===== config.mk =====
export PLATFORM = sky130hd
export DESIGN_NAME = usb_bus_master_flat
export DESIGN_NICKNAME = d
export VERILOG_FILES = /design/src/rtl/usb_bus_master_pkg.sv /design/src/rtl/usb_bus_master_if.sv /design/src/rtl/usb_bus_master.sv /design/src/flat_wrapper.sv
export SDC_FILE = /design/constraint.sdc
export NUM_CORES = 1
export LEC_CHECK = 0
export ABC_AREA = 1
export BUFFER_PORTS_ARGS = -buffer_cell sky130_fd_sc_hd__buf_4
export CAP_MARGIN = 20
export CORE_MARGIN = 2
export CORE_UTILIZATION = 48
export DETAILED_ROUTE_END_ITERATION = 8
export GPL_TIMING_DRIVEN = 1
export HOLD_SLACK_MARGIN = 0.12
export PLACE_DENSITY = 0.75
export SKIP_LAST_GASP = 1
export SYNTH_ARGS = -nofsm -noshare
export SYNTH_HDL_FRONTEND = slang
export SYNTH_SLANG_ARGS = --single-unit

===== constraint.sdc =====
create_clock -name clk_usb -period 1.98 [get_ports clk_usb]
set_clock_uncertainty 0.15 [all_clocks]
set_input_delay 0.099 -clock clk_usb [delete_from_list [all_inputs] [get_ports clk_usb]]
set_output_delay 0.099 -clock clk_usb [all_outputs]
set_load 0.005 [all_outputs]

===== src/rtl/usb_bus_master_pkg.sv =====
// Shared definitions for the async parallel bus initiator: bus widths,
// FSM state encoding and a small constant helper for sizing the phase counter.
package usb_bus_master_pkg;

  localparam int ADDR_W = 21;
  localparam int DATA_W = 8;

  typedef enum logic [2:0] {
    ST_IDLE   = 3'd0,
    ST_SETUP  = 3'd1,
    ST_STROBE = 3'd2,
    ST_HOLD   = 3'd3,
    ST_TURN   = 3'd4
  } state_e;

  function automatic int max4(input int a, input int b, input int c, input int d);
    int m;
    m = a;
    if (b > m) m = b;
    if (c > m) m = c;
    if (d > m) m = d;
    return m;
  endfunction

endpackage


===== src/rtl/usb_bus_master_if.sv =====
// Command/response handshake plus target bus pins of the initiator.
// master = the initiator core, slave = the host/target environment.
interface usb_bus_master_if;
  import usb_bus_master_pkg::*;

  logic              cmd_valid;
  logic              cmd_ready;
  logic              cmd_write;
  logic [ADDR_W-1:0] cmd_addr;
  logic [DATA_W-1:0] cmd_wdata;
  logic              rsp_valid;
  logic [DATA_W-1:0] rsp_rdata;
  logic [ADDR_W-1:0] bus_addr;
  logic [DATA_W-1:0] bus_data_out;
  logic              bus_data_oe;
  logic [DATA_W-1:0] bus_data_in;
  logic              bus_rd_n;
  logic              bus_wr_n;
  logic              bus_ce_n;

  modport master (
    input  cmd_valid, cmd_write, cmd_addr, cmd_wdata, bus_data_in,
    output cmd_ready, rsp_valid, rsp_rdata,
    output bus_addr, bus_data_out, bus_data_oe, bus_rd_n, bus_wr_n, bus_ce_n
  );

  modport slave (
    output cmd_valid, cmd_write, cmd_addr, cmd_wdata, bus_data_in,
    input  cmd_ready, rsp_valid, rsp_rdata,
    input  bus_addr, bus_data_out, bus_data_oe, bus_rd_n, bus_wr_n, bus_ce_n
  );

endinterface


===== src/rtl/usb_bus_master.sv =====
// Single-byte initiator for the 8-bit async parallel target bus: turns a
// valid/ready command into registered !CE/!RD/!WR strobe timing and returns read data.
module usb_bus_master
  import usb_bus_master_pkg::*;
#(
  parameter int SETUP_CYCLES      = 1,
  parameter int STROBE_CYCLES     = 2,
  parameter int HOLD_CYCLES       = 1,
  parameter int TURNAROUND_CYCLES = 3
) (
  input  logic             clk_usb,
  input  logic             reset,
  usb_bus_master_if.master io
);

  localparam int MAXP  = max4(SETUP_CYCLES, STROBE_CYCLES, HOLD_CYCLES, TURNAROUND_CYCLES);
  localparam int CNT_W = (MAXP < 1) ? 1 : $clog2(MAXP + 1);

  localparam logic [CNT_W-1:0] SETUP_LD  = CNT_W'(SETUP_CYCLES - 1);
  localparam logic [CNT_W-1:0] STROBE_LD = CNT_W'(STROBE_CYCLES - 1);
  localparam logic [CNT_W-1:0] HOLD_LD   = CNT_W'(HOLD_CYCLES - 1);
  localparam logic [CNT_W-1:0] TURN_LD   =
    CNT_W'((TURNAROUND_CYCLES > 0) ? TURNAROUND_CYCLES - 1 : 0);

  state_e            state_q, state_d;
  logic [CNT_W-1:0]  cnt_q, cnt_d;
  logic              write_q, write_d;
  logic [ADDR_W-1:0] addr_q, addr_d;
  logic [DATA_W-1:0] dout_q, dout_d;
  logic              oe_q, oe_d;
  logic              rd_n_q, rd_n_d;
  logic              wr_n_q, wr_n_d;
  logic              ce_n_q, ce_n_d;
  logic [DATA_W-1:0] rdata_q, rdata_d;
  logic              rsp_q, rsp_d;

  // All pin state lives in registers so nothing from cmd_* reaches the pins combinationally.
  always_ff @(posedge clk_usb or posedge reset) begin
    if (reset) begin
      state_q <= ST_IDLE;
      cnt_q   <= '0;
      write_q <= 1'b0;
      addr_q  <= '0;
      dout_q  <= '0;
      oe_q    <= 1'b0;
      rd_n_q  <= 1'b1;
      wr_n_q  <= 1'b1;
      ce_n_q  <= 1'b1;
      rdata_q <= '0;
      rsp_q   <= 1'b0;
    end else begin
      state_q <= state_d;
      cnt_q   <= cnt_d;
      write_q <= write_d;
      addr_q  <= addr_d;
      dout_q  <= dout_d;
      oe_q    <= oe_d;
      rd_n_q  <= rd_n_d;
      wr_n_q  <= wr_n_d;
      ce_n_q  <= ce_n_d;
      rdata_q <= rdata_d;
      rsp_q   <= rsp_d;
    end
  end

  always_comb begin
    state_d = state_q;
    cnt_d   = cnt_q;
    write_d = write_q;
    addr_d  = addr_q;
    dout_d  = dout_q;
    oe_d    = oe_q;
    rd_n_d  = rd_n_q;
    wr_n_d  = wr_n_q;
    ce_n_d  = ce_n_q;
    rdata_d = rdata_q;
    rsp_d   = 1'b0;

    case (state_q)
      ST_IDLE: begin
        if (io.cmd_valid) begin
          state_d = ST_SETUP;
          cnt_d   = SETUP_LD;
          write_d = io.cmd_write;
          addr_d  = io.cmd_addr;
          ce_n_d  = 1'b0;
          if (io.cmd_write) begin
            oe_d   = 1'b1;
            dout_d = io.cmd_wdata;
          end
        end
      end

      ST_SETUP: begin
        if (cnt_q == '0) begin
          state_d = ST_STROBE;
          cnt_d   = STROBE_LD;
          if (write_q) wr_n_d = 1'b0;
          else         rd_n_d = 1'b0;
        end else begin
          cnt_d = cnt_q - CNT_W'(1);
        end
      end

      // Read data is taken on the edge that releases !RD, i.e. the last strobe cycle's value.
      ST_STROBE: begin
        if (cnt_q == '0) begin
          state_d = ST_HOLD;
          cnt_d   = HOLD_LD;
          wr_n_d  = 1'b1;
          rd_n_d  = 1'b1;
          if (!write_q) rdata_d = io.bus_data_in;
        end else begin
          cnt_d = cnt_q - CNT_W'(1);
        end
      end

      ST_HOLD: begin
        if (cnt_q == '0) begin
          ce_n_d = 1'b1;
          oe_d   = 1'b0;
          if (write_q || (TURNAROUND_CYCLES == 0)) begin
            state_d = ST_IDLE;
            rsp_d   = 1'b1;
          end else begin
            state_d = ST_TURN;
            cnt_d   = TURN_LD;
          end
        end else begin
          cnt_d = cnt_q - CNT_W'(1);
        end
      end

      // Idle gap that lets the target finish extending its read drive.
      ST_TURN: begin
        if (cnt_q == '0) begin
          state_d = ST_IDLE;
          rsp_d   = 1'b1;
        end else begin
          cnt_d = cnt_q - CNT_W'(1);
        end
      end

      default: state_d = ST_IDLE;
    endcase
  end

  assign io.cmd_ready    = (state_q == ST_IDLE);
  assign io.rsp_valid    = rsp_q;
  assign io.rsp_rdata    = rdata_q;
  assign io.bus_addr     = addr_q;
  assign io.bus_data_out = dout_q;
  assign io.bus_data_oe  = oe_q;
  assign io.bus_rd_n     = rd_n_q;
  assign io.bus_wr_n     = wr_n_q;
  assign io.bus_ce_n     = ce_n_q;

endmodule


===== src/flat_wrapper.sv =====
// flat-port wrapper written by rule: the top's interface ports become plain ports
module usb_bus_master_flat import usb_bus_master_pkg::*;
#(
  parameter int SETUP_CYCLES      = 1,
  parameter int STROBE_CYCLES     = 2,
  parameter int HOLD_CYCLES       = 1,
  parameter int TURNAROUND_CYCLES = 3
)
  (clk_usb, reset, io_cmd_valid, io_cmd_write, io_cmd_addr, io_cmd_wdata, io_bus_data_in, io_cmd_ready, io_rsp_valid, io_rsp_rdata, io_bus_addr, io_bus_data_out, io_bus_data_oe, io_bus_rd_n, io_bus_wr_n, io_bus_ce_n);
  usb_bus_master_if io_i ();
  input  logic clk_usb;
  input  logic reset;
  input wire logic [$bits(io_i.cmd_valid)-1:0] io_cmd_valid;
  input wire logic [$bits(io_i.cmd_write)-1:0] io_cmd_write;
  input wire logic [$bits(io_i.cmd_addr)-1:0] io_cmd_addr;
  input wire logic [$bits(io_i.cmd_wdata)-1:0] io_cmd_wdata;
  input wire logic [$bits(io_i.bus_data_in)-1:0] io_bus_data_in;
  output wire logic [$bits(io_i.cmd_ready)-1:0] io_cmd_ready;
  output wire logic [$bits(io_i.rsp_valid)-1:0] io_rsp_valid;
  output wire logic [$bits(io_i.rsp_rdata)-1:0] io_rsp_rdata;
  output wire logic [$bits(io_i.bus_addr)-1:0] io_bus_addr;
  output wire logic [$bits(io_i.bus_data_out)-1:0] io_bus_data_out;
  output wire logic [$bits(io_i.bus_data_oe)-1:0] io_bus_data_oe;
  output wire logic [$bits(io_i.bus_rd_n)-1:0] io_bus_rd_n;
  output wire logic [$bits(io_i.bus_wr_n)-1:0] io_bus_wr_n;
  output wire logic [$bits(io_i.bus_ce_n)-1:0] io_bus_ce_n;
  assign io_i.cmd_valid = io_cmd_valid;
  assign io_i.cmd_write = io_cmd_write;
  assign io_i.cmd_addr = io_cmd_addr;
  assign io_i.cmd_wdata = io_cmd_wdata;
  assign io_i.bus_data_in = io_bus_data_in;
  assign io_cmd_ready = io_i.cmd_ready;
  assign io_rsp_valid = io_i.rsp_valid;
  assign io_rsp_rdata = io_i.rsp_rdata;
  assign io_bus_addr = io_i.bus_addr;
  assign io_bus_data_out = io_i.bus_data_out;
  assign io_bus_data_oe = io_i.bus_data_oe;
  assign io_bus_rd_n = io_i.bus_rd_n;
  assign io_bus_wr_n = io_i.bus_wr_n;
  assign io_bus_ce_n = io_i.bus_ce_n;
  usb_bus_master #(.SETUP_CYCLES(SETUP_CYCLES), .STROBE_CYCLES(STROBE_CYCLES), .HOLD_CYCLES(HOLD_CYCLES), .TURNAROUND_CYCLES(TURNAROUND_CYCLES)) u_core (.clk_usb(clk_usb), .reset(reset), .io(io_i));
endmodule

==> flow_summary.toml <==
[finish]
fin_cells = 432
syn_to_final_growth_pct = 57.0
fin_nets = 424
most-common-layout-cells = "127 x nand2_1, 87 x buf_4, 45 x dlygate4sd3_1, 45 x dfrtp_1, 17 x inv_1"
fillers = 305
drive_above_1_share = 0.305
layout_commonest_cell = "nand2_1"
antenna_cells = 0

[pwr]
power.share.clock = 0.137
power_density_nw_per_um2 = 1350
seqPwrFrac = 0.392
power_mw = 4.51
p_int_mw = 2.80
ir_worst_vdd_mv = 0.725
p_sw_mw = 1.71
p_comb_frac = 0.471
leakagePower_nw = 1.84
netSwitchingFraction = 0.380

[placement]
place_inst = 379
dp_slack_ns = 0.364
dp_hpwl_mm = 3.49
numPortBuffers = 83
place_congestion = 0.919

[global_routing]
antenna_found_initial = 0
grt_overflow = 0
track_usage = 0.242
grt_max_degree = 23
grt_pass1_wl_mm = 9.33
grt_pass1_vias = 1988

[critical_path]
endpoint_kind = "flop"
cp.arrival_ns = 1.94
cp_max_fo = 8
crit_type = "reg -> reg"
critPathLaunchType = "flop"
worstPathRequired_ns = 2.09

[sta]
worst_slack_ns = 0.149
relSlewSlack = 0.712
final_hold_viol_count = 0
tightestPinTransition_ns = 0.428
fmax_ghz = 0.546
setup_total_negative_slack_ns = 0
fin_crit_sh = 0.925
drv_slew = 0
hold_ws_ns = 0.190
grt_setup_unrepaired = "no"
setup_viol = 0
fin_crit_ns = 1.83

[routing]
wire_per_inst_um = 12.9
vias = 2033
firstDrtPassIters = 4
vias_per_cell = 4.71
drcViolationCount = 0
ant_nets = 0
routed_wl_mm = 5.56
drt_iter0_markers = 94

[cts]
post_cts_buffers = 0
clock_path_buffers = 2
worstSkewPairLatency_ns = 0.31
cts-root-buf = "clkbuf_8"
clk_pin_slew_ns = 0.09
cts_inserted_buffers = 5
cts.sinks = 48
htreeDepth = 2
cts_tree = "done"

[floorplanning]
die_area_um2 = 4970
fp.dieH_um = 70.5
die_w_um = 70.5
pin_count = 84
initial_utilization = 0.494
core_area_um2 = 4290
row_count = 24

[logic_synthesis]
synth_cells = 247
syn_area_um2 = 2120
avgSynthCellArea_um2 = 8.59
ys_seq_area_frac = 0.568
ys_ff_latch = 48
synth_top_cell_by_area = "dfrtp_1"
ys_warn_count = 0
yosysUniqueCellTypes = 22
synth_nets = 292
synth_top_area_frac = 0.531
synth.area.top_cells = "dfrtp_1 53%, nand2_1 22%, dfstp_2 3.7%, inv_1 3.2%, o21ai_2 2.9%"

[min_path]
hp-class = "in -> async"

[run]
max_cap_viol_count = 0

[status]
outcome = "complete, no violations"
flip-flops by register name (all words and copies together) (netlist names):
name / flops
u_core.io.bus_rd_n: 1
u_core.write_q: 1
u_core.io.rsp_valid: 1
u_core.state_q: 3
u_core.io.bus_data_out: 8
u_core.cnt_q: 2
u_core.io.bus_ce_n: 1
u_core.io.bus_data_oe: 1
u_core.io.bus_addr: 21
u_core.io.bus_wr_n: 1
u_core.io.rsp_rdata: 8
worst max-delay path: stages, from the launching register on:
cell and delay, ns:
dfrtp_1 0.45, inv_1 0.10, nand2_2 0.09, nor2_4 0.13, nand2_4 0.07, inv_4 0.10
nand2_1 0.06, dlygate4sd3_1 0.56, nand2_1 0.06
layer usage:
metal	vias up	routed length, um	track usage
met1	956	2250	0.291
li1	1014	-	-
met4	0	89	0.0833
met2	56	2940	0.430
met5	-	0	0
met3	7	269	0.0491
power by group through the flow:
stage / clock network (mW) / registers (mW) / logic, mW
2_1_floorplan: 0 / 1.75 / 1.12
3_3_place_gp: 0 / 1.76 / 1.98
3_5_place_dp: 0 / 1.77 / 2.04
4_1_cts: 0.631 / 1.76 / 2.12
5_1_grt: 0.671 / 1.84 / 2.37
6_report: 0.616 / 1.77 / 2.13
cells by family after synthesis:
group	count (synthesis)	share of synthesized area
AO/OA/AOI/OAI	17	0.0578
adder cells (fa/ha/maj)	4	0.0236
buffers and inverters	29	0.0660
flip-flops	48	0.568
AND/OR/NAND/NOR	149	0.285
final cells by class:
type | count | area (um2) | share of cell area
Clock buffer | 7 | 86.3 | 0.0259
Clock inverter | 1 | 8.76 | 0.00263
Inverter | 22 | 85.1 | 0.0255
Multi-Input combinational cell | 170 | 777 | 0.233
Sequential cell | 48 | 1200 | 0.362
Tap cell | 52 | 65.1 | 0.0195
Timing Repair Buffer | 132 | 1100 | 0.331
through the flow:
stage           util  cell area (um2)
4_1_cts        0.776             3330
3_5_place_dp   0.649             2790
5_1_grt        0.776             3330
6_report       0.776             3330
3_3_place_gp   0.649             2790
2_1_floorplan      -             2120
worst paths after layout:
kind | start | cells past startpoint | endpoint | slack (ns)
worst min register to register | u_core.io.bus_wr_n$_DFFE_PP1P_ | 2 | u_core.io.bus_wr_n$_DFFE_PP1P_ | 0.31
max in group asynchronous | reset | 4 | u_core.io.bus_data_out[1]$_DFFE_PP0P_ | 0.94
worst max-delay path | u_core.state_q[0]$_DFFE_PP0P_ | 8 | u_core.io.bus_addr[2]$_DFFE_PP0P_ | 0.15
worst min-delay path | reset | 3 | u_core.state_q[1]$_DFFE_PP0P_ | 0.19
min in group clk_usb | u_core.io.bus_wr_n$_DFFE_PP1P_ | 2 | u_core.io.bus_wr_n$_DFFE_PP1P_ | 0.31
worst max register to register | u_core.state_q[0]$_DFFE_PP0P_ | 8 | u_core.io.bus_addr[2]$_DFFE_PP0P_ | 0.15
timing repair:
item | CTS | global route
hold buffers | 45 | 0
resized for setup | 0 | 0
hold endpoints to repair | 89 | 0
synth_stat cells:
library cell,n
nand2_1,127
dfrtp_1,45
inv_1,18
nand3_1,10
o21ai_0,7
o21ai_2,7
nor2_1,5
ha_1,4
buf_4,3
dfstp_2,3
inv_2,3
buf_2,2
buf_6,2
nand2_2,2
o21ai_1,2
a21oi_4,1
inv_4,1
nand2_4,1
nand3_2,1
nand3b_1,1
nor2_2,1
nor2_4,1
Note: power is estimated with default switching activity, not from simulation.
